### config.mk
export PLATFORM = sky130hd
export DESIGN_NAME = cci_mpf_csr_event_counters
export DESIGN_NICKNAME = d
export VERILOG_FILES = /design/src/rtl/cci_mpf_csr_evt_pkg.sv /design/src/rtl/cci_mpf_event_counter.sv /design/src/rtl/cci_mpf_csr_event_counters.sv
export SDC_FILE = /design/constraint.sdc
export NUM_CORES = 2
export LEC_CHECK = 0
export CORE_MARGIN = 3
export CORE_UTILIZATION = 60
export CTS_CLUSTER_SIZE = 28
export DETAILED_ROUTE_END_ITERATION = 6
export GPL_TIMING_DRIVEN = 0
export PLACE_DENSITY = 0.77
export SYNTH_ARGS = -nofsm -noshare
export SYNTH_HDL_FRONTEND = slang
export SYNTH_SLANG_ARGS = --single-unit
### constraint.sdc
create_clock -name clk -period 135.1 [get_ports clk]
set_input_delay 13.51 -clock clk [delete_from_list [all_inputs] [get_ports clk]]
set_output_delay 13.51 -clock clk [all_outputs]
set_load 0.01 [all_outputs]
### src/rtl/cci_mpf_csr_evt_pkg.sv
// Shared types and helpers for the MPF CSR event-counter bank.
//   t_cci_mpf_evt_idx  : counter index as carried on clear/read ports
//   t_cci_mpf_evt_rsp  : 64-bit read response word, overflow flag in bit 63
//   cci_mpf_evt_pack_rsp: builds a response word from a zero-extended count
package cci_mpf_csr_evt_pkg;

    localparam int CCI_MPF_EVT_MAX_EVENTS = 64;
    // Read pipeline depth: request capture, one transport stage, output stage.
    localparam int CCI_MPF_EVT_RD_LAT     = 3;

    typedef logic [5:0] t_cci_mpf_evt_idx;

    // The count field is wider than any counter; the top zero-extends,
    // so bits above COUNTER_WIDTH act as the zero pad.
    typedef struct packed {
        logic        ovf;
        logic [62:0] count;
    } t_cci_mpf_evt_rsp;

    function automatic t_cci_mpf_evt_rsp cci_mpf_evt_pack_rsp(
        input logic [62:0] count,
        input logic        ovf
    );
        t_cci_mpf_evt_rsp rsp;
        rsp.ovf   = ovf;
        rsp.count = count;
        return rsp;
    endfunction

endpackage

### src/rtl/cci_mpf_event_counter.sv
// Single event counter with sticky overflow.
//   clk, reset : clock, async active-high reset
//   inc        : registered per-cycle increment
//   clr        : clear; the concurrent increment is kept as the new count
//   cnt, ovf   : current count and sticky overflow flag
module cci_mpf_event_counter
    import cci_mpf_csr_evt_pkg::*;
#(
    parameter int COUNTER_WIDTH = 48,
    parameter int INC_WIDTH     = 2,
    parameter int SATURATE      = 0
)(
    input  logic                     clk,
    input  logic                     reset,
    input  logic [INC_WIDTH-1:0]     inc,
    input  logic                     clr,
    output logic [COUNTER_WIDTH-1:0] cnt,
    output logic                     ovf
);

    localparam int SUM_W = COUNTER_WIDTH + 1;

    logic [COUNTER_WIDTH-1:0] cnt_q, cnt_d;
    logic                     ovf_q, ovf_d;
    logic [SUM_W-1:0]         sum;

    always_comb begin
        // Extra top bit of the sum is the carry-out, i.e. overflow.
        sum   = {1'b0, cnt_q} + SUM_W'(inc);
        cnt_d = sum[COUNTER_WIDTH-1:0];
        ovf_d = ovf_q;
        if (clr) begin
            cnt_d = COUNTER_WIDTH'(inc);
            ovf_d = 1'b0;
        end else if (sum[COUNTER_WIDTH]) begin
            ovf_d = 1'b1;
            if (SATURATE != 0) begin
                cnt_d = '1;
            end
        end
    end

    always_ff @(posedge clk or posedge reset) begin
        if (reset) begin
            cnt_q <= '0;
            ovf_q <= 1'b0;
        end else begin
            cnt_q <= cnt_d;
            ovf_q <= ovf_d;
        end
    end

    assign cnt = cnt_q;
    assign ovf = ovf_q;

endmodule

### src/rtl/cci_mpf_csr_event_counters.sv
// Event-counter bank for the MPF CSR manager.
//   clk, reset          : clock, async active-high reset
//   ev_inc              : per-event increments, event i at [i*INC_WIDTH +: INC_WIDTH]
//   clr_all             : clear every counter and overflow flag
//   clr_valid, clr_idx  : clear a single counter (out-of-range index ignored)
//   snap_req            : atomically copy live counters/flags to the snapshot bank
//   rd_req, rd_idx,
//   rd_snap             : indexed read of live (0) or snapshot (1) bank
//   rd_rsp_valid/data   : response two edges after the request is sampled
//   any_ovf             : registered OR of live overflow flags
module cci_mpf_csr_event_counters
    import cci_mpf_csr_evt_pkg::*;
#(
    parameter int N_EVENTS      = 16,
    parameter int COUNTER_WIDTH = 48,
    parameter int INC_WIDTH     = 2,
    parameter int SATURATE      = 0
)(
    input  logic                          clk,
    input  logic                          reset,
    input  logic [N_EVENTS*INC_WIDTH-1:0] ev_inc,
    input  logic                          clr_all,
    input  logic                          clr_valid,
    input  t_cci_mpf_evt_idx              clr_idx,
    input  logic                          snap_req,
    input  logic                          rd_req,
    input  t_cci_mpf_evt_idx              rd_idx,
    input  logic                          rd_snap,
    output logic                          rd_rsp_valid,
    output logic [63:0]                   rd_rsp_data,
    output logic                          any_ovf
);

    localparam int N_EV   = (N_EVENTS < CCI_MPF_EVT_MAX_EVENTS) ? N_EVENTS : CCI_MPF_EVT_MAX_EVENTS;
    localparam int RD_LAT = CCI_MPF_EVT_RD_LAT;

    logic [N_EVENTS*INC_WIDTH-1:0] ev_q, ev_d;
    logic [COUNTER_WIDTH-1:0]      cnt [N_EV];
    logic [N_EV-1:0]               ovf;
    logic [N_EV-1:0]               clr;

    logic [COUNTER_WIDTH-1:0]      snap_cnt_q [N_EV];
    logic [COUNTER_WIDTH-1:0]      snap_cnt_d [N_EV];
    logic [N_EV-1:0]               snap_ovf_q, snap_ovf_d;

    t_cci_mpf_evt_rsp              rd_sel;
    logic [RD_LAT-1:0]             rd_vld_q, rd_vld_d;
    t_cci_mpf_evt_rsp              rd_data_q [RD_LAT];
    t_cci_mpf_evt_rsp              rd_data_d [RD_LAT];
    logic                          any_ovf_q, any_ovf_d;

    for (genvar i = 0; i < N_EV; i++) begin : g_cnt
        assign clr[i] = clr_all | (clr_valid & (clr_idx == 6'(i)));

        cci_mpf_event_counter #(
            .COUNTER_WIDTH (COUNTER_WIDTH),
            .INC_WIDTH     (INC_WIDTH),
            .SATURATE      (SATURATE)
        ) u_cnt (
            .clk   (clk),
            .reset (reset),
            .inc   (ev_q[i*INC_WIDTH +: INC_WIDTH]),
            .clr   (clr[i]),
            .cnt   (cnt[i]),
            .ovf   (ovf[i])
        );
    end

    always_comb begin
        ev_d       = ev_inc;
        // Snapshot takes the pre-edge values, so a same-cycle clear does not
        // reach the snapshot bank.
        snap_ovf_d = snap_req ? ovf : snap_ovf_q;
        for (int i = 0; i < N_EV; i++) begin
            snap_cnt_d[i] = snap_req ? cnt[i] : snap_cnt_q[i];
        end

        // Unmatched (out-of-range) indices fall through to zero.
        rd_sel = '0;
        for (int i = 0; i < N_EV; i++) begin
            if (rd_idx == 6'(i)) begin
                rd_sel = rd_snap ? cci_mpf_evt_pack_rsp(63'(snap_cnt_q[i]), snap_ovf_q[i])
                                 : cci_mpf_evt_pack_rsp(63'(cnt[i]), ovf[i]);
            end
        end

        rd_vld_d     = {rd_vld_q[RD_LAT-2:0], rd_req};
        rd_data_d[0] = rd_req ? rd_sel : '0;
        for (int s = 1; s < RD_LAT; s++) begin
            rd_data_d[s] = rd_data_q[s-1];
        end

        any_ovf_d = |ovf;
    end

    always_ff @(posedge clk or posedge reset) begin
        if (reset) begin
            ev_q       <= '0;
            snap_ovf_q <= '0;
            rd_vld_q   <= '0;
            any_ovf_q  <= 1'b0;
            for (int i = 0; i < N_EV; i++) begin
                snap_cnt_q[i] <= '0;
            end
            for (int s = 0; s < RD_LAT; s++) begin
                rd_data_q[s] <= '0;
            end
        end else begin
            ev_q       <= ev_d;
            snap_ovf_q <= snap_ovf_d;
            rd_vld_q   <= rd_vld_d;
            any_ovf_q  <= any_ovf_d;
            for (int i = 0; i < N_EV; i++) begin
                snap_cnt_q[i] <= snap_cnt_d[i];
            end
            for (int s = 0; s < RD_LAT; s++) begin
                rd_data_q[s] <= rd_data_d[s];
            end
        end
    end

    assign rd_rsp_valid = rd_vld_q[RD_LAT-1];
    assign rd_rsp_data  = rd_data_q[RD_LAT-1];
    assign any_ovf      = any_ovf_q;

endmodule

==> impl_metrics.yaml <==
synthesis:
  yosys_most_used_dff: "dfrtp_1"
  synth-warning-count: 0
  synthArstFlopShare_pct: 100
  ys_ff_latch: 1751
  seq_area_frac_synth_pct: 48.8
  synth.distinct_cells: 70
  syn_avg_cell_area_um2: 10.9
  syn_area_um2: 89700
  synth_edf_count: 0
  synthCells: 8244
placed_design:
  hpwl_um: 219000
  port_buffers: 98
  dp_slack_ns: 116.38
  place_congestion: 1.12
timing:
  fin_ws_ns: 116.69
  setup_viol: 0
  fin_skew_ns: 0.0295
  min_period_ns: 18.41
  rsz0062_at_grt: "no"
  worst_pin_slew_ns: 1.56
  hold_viol: 0
  max_freq_mhz: 54.3
  drv_slew: 44
  slew_headroom_pct: -3.82
  setup_total_negative_slack_ns: 0
  finalCritPeriodShare_pct: 13.6
die:
  die_x_um: 393
  die_h_um: 393
  rows: 141
  die_area_um2: 154000
  start_util_pct: 60.6
  coreArea_um2: 148000
  ios: 117
global_route:
  grt_pass1_wl_um: 428000
  antenna_found_initial: 13
  grt_max_degree: 135
  gr-total-overflow: 0
  grt_pass1_vias: 67600
  grt_use_total_pct: 37.3
cts:
  ctsResizeCount: 0
  cts_tree: "yes"
  path_clk_slew_ns: 0.06
  numCtsBuffers: 183
  cts_root_buffer: "clkbuf_16"
  htreeDepth: 4
  cts_buffer_depth: 3
  clock_sinks: 1751
  clkLatencyLatePin_ns: 0.83
  post-cts-setup-buffers: 0
  hold_buffers: 0
drt:
  top_layer_used: "met5"
  drt_first_pass_iters: 6
  wl_met2_um: 123000
  wl_per_cell_um: 27.3
  drtIter0Drc: 8974
  drcViolationCount: 0
  num_vias: 70700
  wl_met3_um: 32600
  routedLengthMet1_um: 119000
  vias_per_cell: 6.64
  ant_nets: 0
  wl_um: 291000
setup_path:
  critical_path_buf_inv_count: 6
  cp.arrival_ns: 19.03
  cp_common_cell: "clkbuf_1"
  required_ns: 135.72
  crit_chain: "clkdlybuf4s50_1 > buf_1 > clkbuf_1 > buf_2 > clkbuf_1 > clkbuf_1 > nand2_1 > a21oi_1 > nor4_1 > a21oi_1"
  cp-start-kind: "input pin"
  critPathTopFamily: "buffers and inverters"
  critPathMaxStageDelay_ns: 1.19
  worstPathMaxFanout: 10
  worstSetupPathType: "input pin to register"
  slowest_stage: "clkbuf_1"
  endpoint_kind: "register"
layout:
  nets: 8666
  area_growth_pct: 11.6
  drive_above_1_share_pct: 16.3
  fill_cells: 11100
  final-seq-area_um2: 43800
  multi_input_area_um2: 43100
flow_run:
  max_cap_viol_count: 4
power_and_ir_drop:
  power_density_nw_per_um2: 11.5
  p_leak_nw: 43.3
  irDropWorstVdd_v: 0.0000113
min_path:
  min_path_type: "register to register"
outcome:
  status: "finished, violations left"
  violations: "capacitance limit, slew limit"
==> routing by layer <==
| layer | global-route usage, % | up-vias |
|---|---|---|
| met2 | 53.1 | 3571 |
| met5 | 0 | - |
| met1 | 52.4 | 35600 |
| li1 | - | 30800 |
| met3 | 10.8 | 727 |
| met4 | 18.2 | 12 |
==> through the flow <==
stage	power (W)	cells	utilization [%]	hold slack, ns	instance area [µm²]
floorplan	0.000600	8258	-	0.331	89800
global placement	0.000628	10300	62.9	0.333	93200
detailed placement	0.000629	10300	63.3	0.335	93800
CTS	0.00115	10600	67.5	0.348	100000
global route	0.00118	10600	67.6	0.351	100000
finish	0.00115	10600	67.6	0.347	100000
==> state kept, by name (all words and copies together) (netlist names) <==
signal and flops:
rd_rsp_data 49, snap_ovf_q 16, rd_data_d 98, g_cnt.u_cnt.cnt 768, snap_cnt_q 768, ev_q 32, g_cnt.u_cnt.ovf 16, rd_vld_q 3
any_ovf 1
==> worst register-to-register path: stages (launching register included) <==
cell and delay (ns):
dfrtp_1 0.43, ha_1 0.22, inv_1 0.06, fa_1 0.40, nand3b_1 0.27, or4_1 0.67
clkbuf_1 0.31, clkbuf_1 0.34, nor2_1 0.39, nand4b_1 0.16, a21oi_1 0.19
==> layout by cell type (no fill, tap or decap), types with 171 or more instances in the layout <==
cell type,synthesis,routed
dfrtp_1,1751,1751
mux2_2,887,887
nor2_1,627,627
clkbuf_1,489,529
nand2_1,510,510
mux2i_1,505,505
a21oi_1,371,371
nand3_1,300,300
xnor2_1,250,250
nand4_1,231,231
xor2_1,215,215
nor3_1,190,190
clkbuf_16,0,184
nor4_1,175,172
o21ai_0,171,171
==> kinds of logic (layout without fill, tap and decap cells) <==
logic type,Yosys count,count (layout),synth area share [%]
AOI/OAI and AO/OA,1125,1125,8.33
and+or+nand+nor,2611,2611,15.0
other,1,19,0.00418
adders and majority gates,48,48,0.803
xor gates and xnor gates,465,465,4.54
DFF,1751,1751,48.8
buffers and inverters,753,1209,3.29
muxes,1490,1490,19.2
==> path summary, 6_finish.rpt <==
| check | from | slack [ns] | to | cells after the start |
|---|---|---|---|---|
| worst max-delay path | rd_idx[1] | 116.69 | rd_data_d[92]$_DFF_PP0_ | 10 |
| worst max register to register | ev_q[2]$_DFF_PP0_ | 131.58 | g_cnt[1].u_cnt.cnt[38]$_DFF_PP0_ | 10 |
| max in group asynchronous | reset | 119.06 | g_cnt[6].u_cnt.cnt[38]$_DFF_PP0_ | 7 |
| min in group asynchronous | reset | 13.17 | g_cnt[13].u_cnt.cnt[25]$_DFF_PP0_ | 2 |
| worst min-delay path | rd_data_d[28]$_DFF_PP0_ | 0.35 | rd_rsp_data[28]$_DFF_PP0_ | 0 |
| worst min register to register | rd_data_d[28]$_DFF_PP0_ | 0.35 | rd_rsp_data[28]$_DFF_PP0_ | 0 |
==> cell usage after synthesis (49+ instances only) <==
| cell type | number | area [µm²] |
|---|---|---|
| xnor2_1 | 250 | 2190 |
| nand2_1 | 510 | 1910 |
| buf_1 | 54 | 203 |
| nor3_1 | 190 | 951 |
| clkbuf_1 | 489 | 1840 |
| dfrtp_1 | 1751 | 43800 |
| xor2_1 | 215 | 1880 |
| inv_1 | 148 | 556 |
| a21oi_1 | 371 | 1860 |
| o211ai_1 | 89 | 668 |
| mux4_2 | 97 | 2180 |
| mux2i_1 | 505 | 5050 |
| o21ai_0 | 171 | 856 |
| or3_1 | 114 | 713 |
| mux2_2 | 887 | 9990 |
| nand4_1 | 231 | 1450 |
| and3_1 | 80 | 500 |
| nor2_1 | 627 | 2350 |
| o2bb2ai_1 | 96 | 841 |
| nand3_1 | 300 | 1500 |
| and4_1 | 93 | 815 |
| o31ai_1 | 93 | 698 |
| o22ai_1 | 49 | 307 |
| nor4_1 | 175 | 1090 |
| or4_1 | 146 | 1100 |
==> final cells by class <==
class                           instances  share of cell area (%)
Sequential cell                      1751                    43.8
Multi-Input combinational cell       5754                    43.1
Clock buffer                          275                    5.45
Tap cell                             1930                    2.41
Buffer                                604                    2.39
Timing Repair Buffer                  124                    1.48
Clock inverter                         57                   0.850
Inverter                              149                   0.566
Antenna cell                            4                  0.0100
==> power breakdown <==
group	internal [W]	switching, W
combinational	0.0000262	0.0000558
sequential	0.000533	0.00000705
clock	0.000310	0.000220
total	0.000869	0.000283
(Power assumes the default switching activity.)
